--- src/rtl/relu_backward.sv ---
// ReLU backward pass over a stream of sign-magnitude gradients.
// Leaky slope of 1/8 for negative activations, with a two-stage elastic pipeline under a pass FSM.
module relu_backward #(
  parameter int Q     = 15,
  parameter int N     = 32,
  parameter int CNT_W = 16
) (
  input  logic             clk,
  input  logic             rst_n,
  input  logic             start,
  input  logic [CNT_W-1:0] num_elems,
  input  logic             in_valid,
  output logic             in_ready,
  input  logic [N-1:0]     in_x,
  input  logic [N-1:0]     in_grad,
  output logic             out_valid,
  input  logic             out_ready,
  output logic [N-1:0]     out_grad,
  output logic             busy,
  output logic             done
);

  // Q only fixes where the binary point sits; the datapath itself is scale-free.
  if (Q < 0 || Q > N - 2) begin : g_bad_q
    $error("relu_backward: Q must lie within the magnitude field");
  end

  typedef enum logic [1:0] {
    IDLE,
    RUN,
    FLUSH,
    DONE
  } state_t;

  localparam logic [CNT_W-1:0] CNT_ONE = CNT_W'(1);

  state_t           state;
  state_t           state_nxt;
  logic [CNT_W-1:0] num_reg;
  logic [CNT_W-1:0] in_cnt;
  logic [CNT_W-1:0] out_cnt;

  logic             s1_valid;
  logic             s1_neg;
  logic             s1_sign;
  logic [N-2:0]     s1_mag_pass;
  logic [N-2:0]     s1_mag_shift;
  logic [N-2:0]     s2_mag;

  logic             x_neg;
  logic             s2_free;
  logic             s1_free;
  logic             in_fire;
  logic             out_fire;
  logic             start_acc;
  logic             last_in;
  logic             last_out;

  // -0 has an empty magnitude and therefore takes the unit slope.
  assign x_neg     = in_x[N-1] && (in_x[N-2:0] != '0);

  assign s2_free   = !out_valid || out_ready;
  assign s1_free   = !s1_valid || s2_free;
  assign in_ready  = (state == RUN) && (in_cnt < num_reg) && s1_free;
  assign in_fire   = in_valid && in_ready;
  assign out_fire  = out_valid && out_ready;
  assign start_acc = (state == IDLE) && start;
  assign last_in   = in_fire && ((in_cnt + CNT_ONE) == num_reg);
  assign last_out  = out_fire && ((out_cnt + CNT_ONE) == num_reg);

  always_comb begin
    s2_mag = s1_mag_pass;
    if (s1_neg) begin
      s2_mag = s1_mag_shift;
    end
  end

  always_comb begin
    state_nxt = state;
    busy      = 1'b0;
    done      = 1'b0;
    unique case (state)
      IDLE: begin
        if (start) begin
          state_nxt = (num_elems != '0) ? RUN : DONE;
        end
      end
      RUN: begin
        busy = 1'b1;
        if (last_in) begin
          state_nxt = FLUSH;
        end
      end
      FLUSH: begin
        busy = 1'b1;
        if (last_out) begin
          state_nxt = DONE;
        end
      end
      DONE: begin
        done      = 1'b1;
        state_nxt = IDLE;
      end
      default: state_nxt = IDLE;
    endcase
  end

  always_ff @(posedge clk or negedge rst_n) begin
    if (!rst_n) begin
      state <= IDLE;
    end else begin
      state <= state_nxt;
    end
  end

  always_ff @(posedge clk or negedge rst_n) begin
    if (!rst_n) begin
      num_reg <= '0;
      in_cnt  <= '0;
      out_cnt <= '0;
    end else if (start_acc) begin
      num_reg <= num_elems;
      in_cnt  <= '0;
      out_cnt <= '0;
    end else begin
      if (in_fire) begin
        in_cnt <= in_cnt + CNT_ONE;
      end
      if (out_fire) begin
        out_cnt <= out_cnt + CNT_ONE;
      end
    end
  end

  always_ff @(posedge clk or negedge rst_n) begin
    if (!rst_n) begin
      s1_valid     <= 1'b0;
      s1_neg       <= 1'b0;
      s1_sign      <= 1'b0;
      s1_mag_pass  <= '0;
      s1_mag_shift <= '0;
    end else if (s1_free) begin
      s1_valid <= in_fire;
      if (in_fire) begin
        s1_neg       <= x_neg;
        s1_sign      <= in_grad[N-1];
        s1_mag_pass  <= in_grad[N-2:0];
        s1_mag_shift <= in_grad[N-2:0] >> 3;
      end
    end
  end

  // Output register only reloads when empty or draining, which keeps a stalled word stable.
  always_ff @(posedge clk or negedge rst_n) begin
    if (!rst_n) begin
      out_valid <= 1'b0;
      out_grad  <= '0;
    end else if (s2_free) begin
      out_valid <= s1_valid;
      if (s1_valid) begin
        out_grad <= (s2_mag == '0) ? '0 : {s1_sign, s2_mag};
      end
    end
  end

endmodule

--- config.mk ---
export PLATFORM = sky130hd
export DESIGN_NAME = relu_backward
export DESIGN_NICKNAME = d
export VERILOG_FILES = /design/src/rtl/relu_backward.sv
export SDC_FILE = /design/constraint.sdc
export NUM_CORES = 1
export LEC_CHECK = 0
export BUFFER_PORTS_ARGS = -buffer_cell sky130_fd_sc_hd__buf_2
export CAP_MARGIN = 0
export CORE_AREA = 3 3 110 112
export CTS_BUF_LIST = sky130_fd_sc_hd__clkbuf_4
export DETAILED_ROUTE_END_ITERATION = 7
export DIE_AREA = 0 0 113 115
export PLACE_DENSITY = 0.82
export SYNTH_ARGS = -nofsm -noshare
export SYNTH_HDL_FRONTEND = slang
export SYNTH_SLANG_ARGS = --single-unit
--- constraint.sdc ---
create_clock -name clk -period 4.1 [get_ports clk]
set_input_delay 0.82 -clock clk [delete_from_list [all_inputs] [get_ports clk]]
set_output_delay 0.82 -clock clk [all_outputs]
set_load 0.02 [all_outputs]
# [After elaboration in Yosys (flattened, before gate mapping)]
# Cells that the tools add are included.
[classes] n_addsub=2 eq_ne=8 n_reduce_logical=22 n_mux=13 magnitude_cmp=1
[op_table] operator="$mux 16" n=4
[op_table] operator="$add 16x1->16 const B" n=2
[op_table] operator="$eq 16x16->1" n=2
[op_table] operator="$mux 32" n=1
[op_table] operator="$logic_not 31->1" n=1
[op_table] operator="$mux 31" n=1
[op_table] operator="$reduce_bool 31->1" n=1
[op_table] operator="$lt 16x16->1" n=1
[op_table] operator="$reduce_bool 16->1" n=1
[op_table] operator="$logic_and 1x1->1" n=8
[op_table] operator="$mux 2" n=4
[op_table] operator="$pmux 2 s4" n=1
[op_table] operator="$ne 2x2->1 const B" n=3
[op_table] operator="$eq 2x2->1 const B" n=2
[op_table] operator="$reduce_and 2->1" n=2
[op_table] operator="$reduce_bool 2->1" n=2
[op_table] operator="$reduce_and 3->1" n=1
[op_table] operator="$eq 2x1->1 const B" n=1
[op_table] operator="$logic_not 1->1" n=2
[op_table] operator="$logic_not 2->1" n=1
[op_table] operator="$logic_or 1x1->1" n=2
[op_table] operator="$mux 1" n=2
[op_table] operator="$reduce_or 2->1" n=1
[totals] out_inout_bits=36 wordCells=57 inputBits=85 register_bits=145

# [Depth between registers and ports, before layout]
[logic_depth] ltp_word=8 depth_mapped=11

# [Worst setup path before layout]
# No wires, ideal clock.
[synth_path] kind="register to register" from="register num_reg[14]" to="register s1_mag_pass[10]" slack_ns=1.541 arrival_time_ns=2.434 path_stages_with_launch=10 n_path_buf=2 required_time_ns=3.975 period_less_slack_ns=2.559 setup_time_ns=0.125 cell_sequence="dfrtp_1 -> inv_1 -> ha_1 -> nand4_1 -> or3_1 -> a211oi_1 -> or3_1 -> clkbuf_1 -> buf_2 -> mux2_2"
[synth_via] elab_chain_cells=5
[synth_rtl] element="start: declaration" line_no="39" rtl="logic [CNT_W-1:0] num_reg;"
[synth_rtl] element="start signal: assignment" line_no="122" rtl="num_reg <= num_elems;"
[synth_rtl] element="$lt 16x16->1" line_no="64" rtl="assign in_ready = (state == RUN) && (in_cnt < num_reg) && s1_free;"
[synth_rtl] element="$logic_and 1x1->1 (2 in series)" line_no="64"
[synth_rtl] element="$logic_and 1x1->1" line_no="65" rtl="assign in_fire = in_valid && in_ready;"
[synth_rtl] element="$reduce_and 2->1 (no source line)"
[synth_rtl] element="end signal: assignment" line_no="147" rtl="s1_mag_pass <= in_grad[N-2:0];"
[synth_rtl] element="end: declaration" line_no="46" rtl="logic [N-2:0] s1_mag_pass;"
# No other way between the ends.
# A chain may end at the register's enable or synchronous reset.

# [Final worst setup path]
[layout_path] from="register in_cnt[14]" to="output in_ready"
[layout_via] elab_chain_cells=3
[layout_rtl] element="start: declaration" line_no="40" rtl="logic [CNT_W-1:0] in_cnt;"
[layout_rtl] element="start signal: assignment" line_no="127" rtl="in_cnt <= in_cnt + CNT_ONE;"
[layout_rtl] element="$lt 16x16->1" line_no="64"
[layout_rtl] element="$logic_and 1x1->1 (2 in series)" line_no="64"
[layout_rtl] element="end: declaration" line_no="13" rtl="output logic in_ready,"
# No other way between the ends.

==> metrics.yaml <==
status: "completed"
setup_viol: 0
tns_ns: 0
seq_area_sq_um: 2930
cts_hold_buf: 0
numCtsBuffers: 17
grt_overflow: 0
synthMostInstantiatedCell: "dfrtp_1"
chipWidth_um: 113
timing.final.crit_share: 0.849
ys_types: 54
syn_nets: 772
place.gp.congestion: 0.980
num_vias: 5459
synth.top_cell.area_share: 0.448
syn2layout_area_growth_pct: 13.9
layout-drive-gt1-share: 0.253
layout_setup_ws_ns: 0.620
worstPathRequired_ns: 3.28
grt_pass1_vias: 5612
dp_hpwl_um: 11800
synth_largest_area_cell: "dfrtp_1"
synthTopCellsByArea: "dfrtp_1 (45%), mux2_2 (5.7%), xnor2_1 (5.2%)"
wirelength_um: 15800
grt_max_degree: 68
clock_power_share: 0.162
synthesis.area_sq_um: 6530
skew_ns: 0.0272
avgViaCountPerCell: 5.89
cts.sinks: 117
crit_type: "register to output port"
grt_pass1_wl_um: 26400
multi_input_area_sq_um: 3350
hold_path_class: "input port to async pin"
synth_seq_cells: 117
p_switching_w: 0.00205
dp_slack_ns: 1.03
ir_drop_mv: 0.464
synth-warning-count: 0
top_regs: "out_grad: 32 flops, s1_mag_pass: 31 flops"
slew_viol_final: 0
rows: 39
rsz0062_at_grt: "no"
drt_iter0_markers: 292
ios: 121
power.density_nw_per_um2: 656
slew-limit-headroom: 0.282
synth.avg_cell_area_sq_um: 9.84
tightest_slew_ns: 1.08
antenna_found_initial: 0
die-area_sq_um: 13000
io_buffers: 120
drv_cap: 0
nNetsFinal: 879
synth-edff-count: 0
async_reset_ff_frac: 1.00
hold_viol: 0
drtPass1Iterations: 5
combPwrFrac: 0.414
post-cts-setup-buffer-count: 0
synthCells: 664
critPathMaxFanout: 4
cts.path.max_buffers: 2
cts_resized: 0
final_util: 0.657
ys_top_cells_by_count: "dfrtp_1 (117), nand2_1 (65), o21ai_0 (63)"
dominantRegCellSynth: "dfrtp_1"
clk_pin_slew_ns: 0.12
cts_tree: "done"
p_int_w: 0.00284
largest_register_ffs: 32
clk_latency_ns: 0.55
core_sq_um: 11300
worstPathArrival_ns: 2.66
p_sw_frac: 0.419
regMostFlops: "out_grad"
cts_htree_levels: 4
drc: 0
die_h_um: 115
wl_per_cell_um: 17.0
antenna_left: 0
power_frac_seq: 0.424
grt_util_all_layers: 0.254
start_util: 0.577
nFillCells: 903
end_kind: "output port"
root_buffer: "clkbuf_4"
synth_seq_area_share: 0.448
post-route-min-period_ns: 3.48
p_leak_nw: 3.42
fmax_ghz: 0.287
startpoint_type: "register"
==> power by group through the flow <==
stage | combinational, W | sequential [W] | clock [W]
finish | 0.00202 | 0.00207 | 0.000792
global route | 0.00224 | 0.00214 | 0.000863
CTS | 0.00203 | 0.00206 | 0.000805
detailed placement | 0.00201 | 0.00208 | 0
global placement | 0.00193 | 0.00205 | 0
floorplan | 0.00138 | 0.00208 | 0
==> worst paths after layout <==
path	startpoint	endpoint	slack (ns)	cells past startpoint
hold / removal	rst_n	out_cnt[10]	0.38	1
setup / recovery	in_cnt[14]	in_ready	0.62	7
hold reg to reg	out_grad[2]	out_grad[2]	0.48	2
setup reg to reg	in_cnt[1]	state[1]	0.95	9
min in group clk	out_grad[2]	out_grad[2]	0.48	2
max in group asynchronous	rst_n	in_cnt[9]	2.84	2
==> per-stage QoR <==
step	area [sq um]	hold WS (ns)	total power (W)	cells
2_1_floorplan	6530	0.457	0.00346	664
3_3_place_gp	7180	0.457	0.00398	895
3_5_place_dp	7180	0.465	0.00410	895
4_1_cts	7440	0.376	0.00489	926
5_1_grt	7440	0.413	0.00523	926
6_report	7440	0.380	0.00488	927
==> placed cells by master (no fill, tap or decap), types with 21 or more instances in the layout <==
master / instances
xnor2_1: 39
nand2_1: 65
nor2_1: 47
inv_1: 21
mux2i_1: 33
buf_2: 119
mux2_2: 33
dfrtp_1: 117
xor2_1: 30
ha_1: 23
nand3_1: 22
o21ai_0: 63
nor4_1: 25
==> cells by family (layout without fill, tap and decap cells) <==
group           after synthesis  count (layout)  share of synthesized area
buf+inv                      59             178                     0.0395
compound gates              101             101                     0.0883
other cells                   0               1                          0
fa+ha+maj                    23              23                     0.0441
simple gates                229             229                      0.180
xor+xnor                     69              69                     0.0925
flops                       117             117                      0.448
mux                          66              66                      0.107
==> metal layers <==
metal  wire length, um  global-route usage
met1              6410               0.312
met3              1010              0.0547
met5                 0                   0
met4               581               0.128
met2              7780               0.427
==> worst max-delay path: stages, from the launching register on <==
cell      delay [ns]
dfrtp_1         0.47
ha_1            0.33
nand4_1         0.16
or3_1           0.43
a211oi_1        0.23
nor2_1          0.07
and3b_1         0.23
buf_2           0.18
==> cell type report <==
class	instances	area share
sequential	117	0.393
antenna	1	0.000336
multi-input combinational	488	0.450
clock inverter	12	0.0153
clock buffer	19	0.0192
inverter	21	0.0106
timing repair buffer	126	0.0871
tap	143	0.0240
No activity file was read; power rests on OpenSTA's default activity.
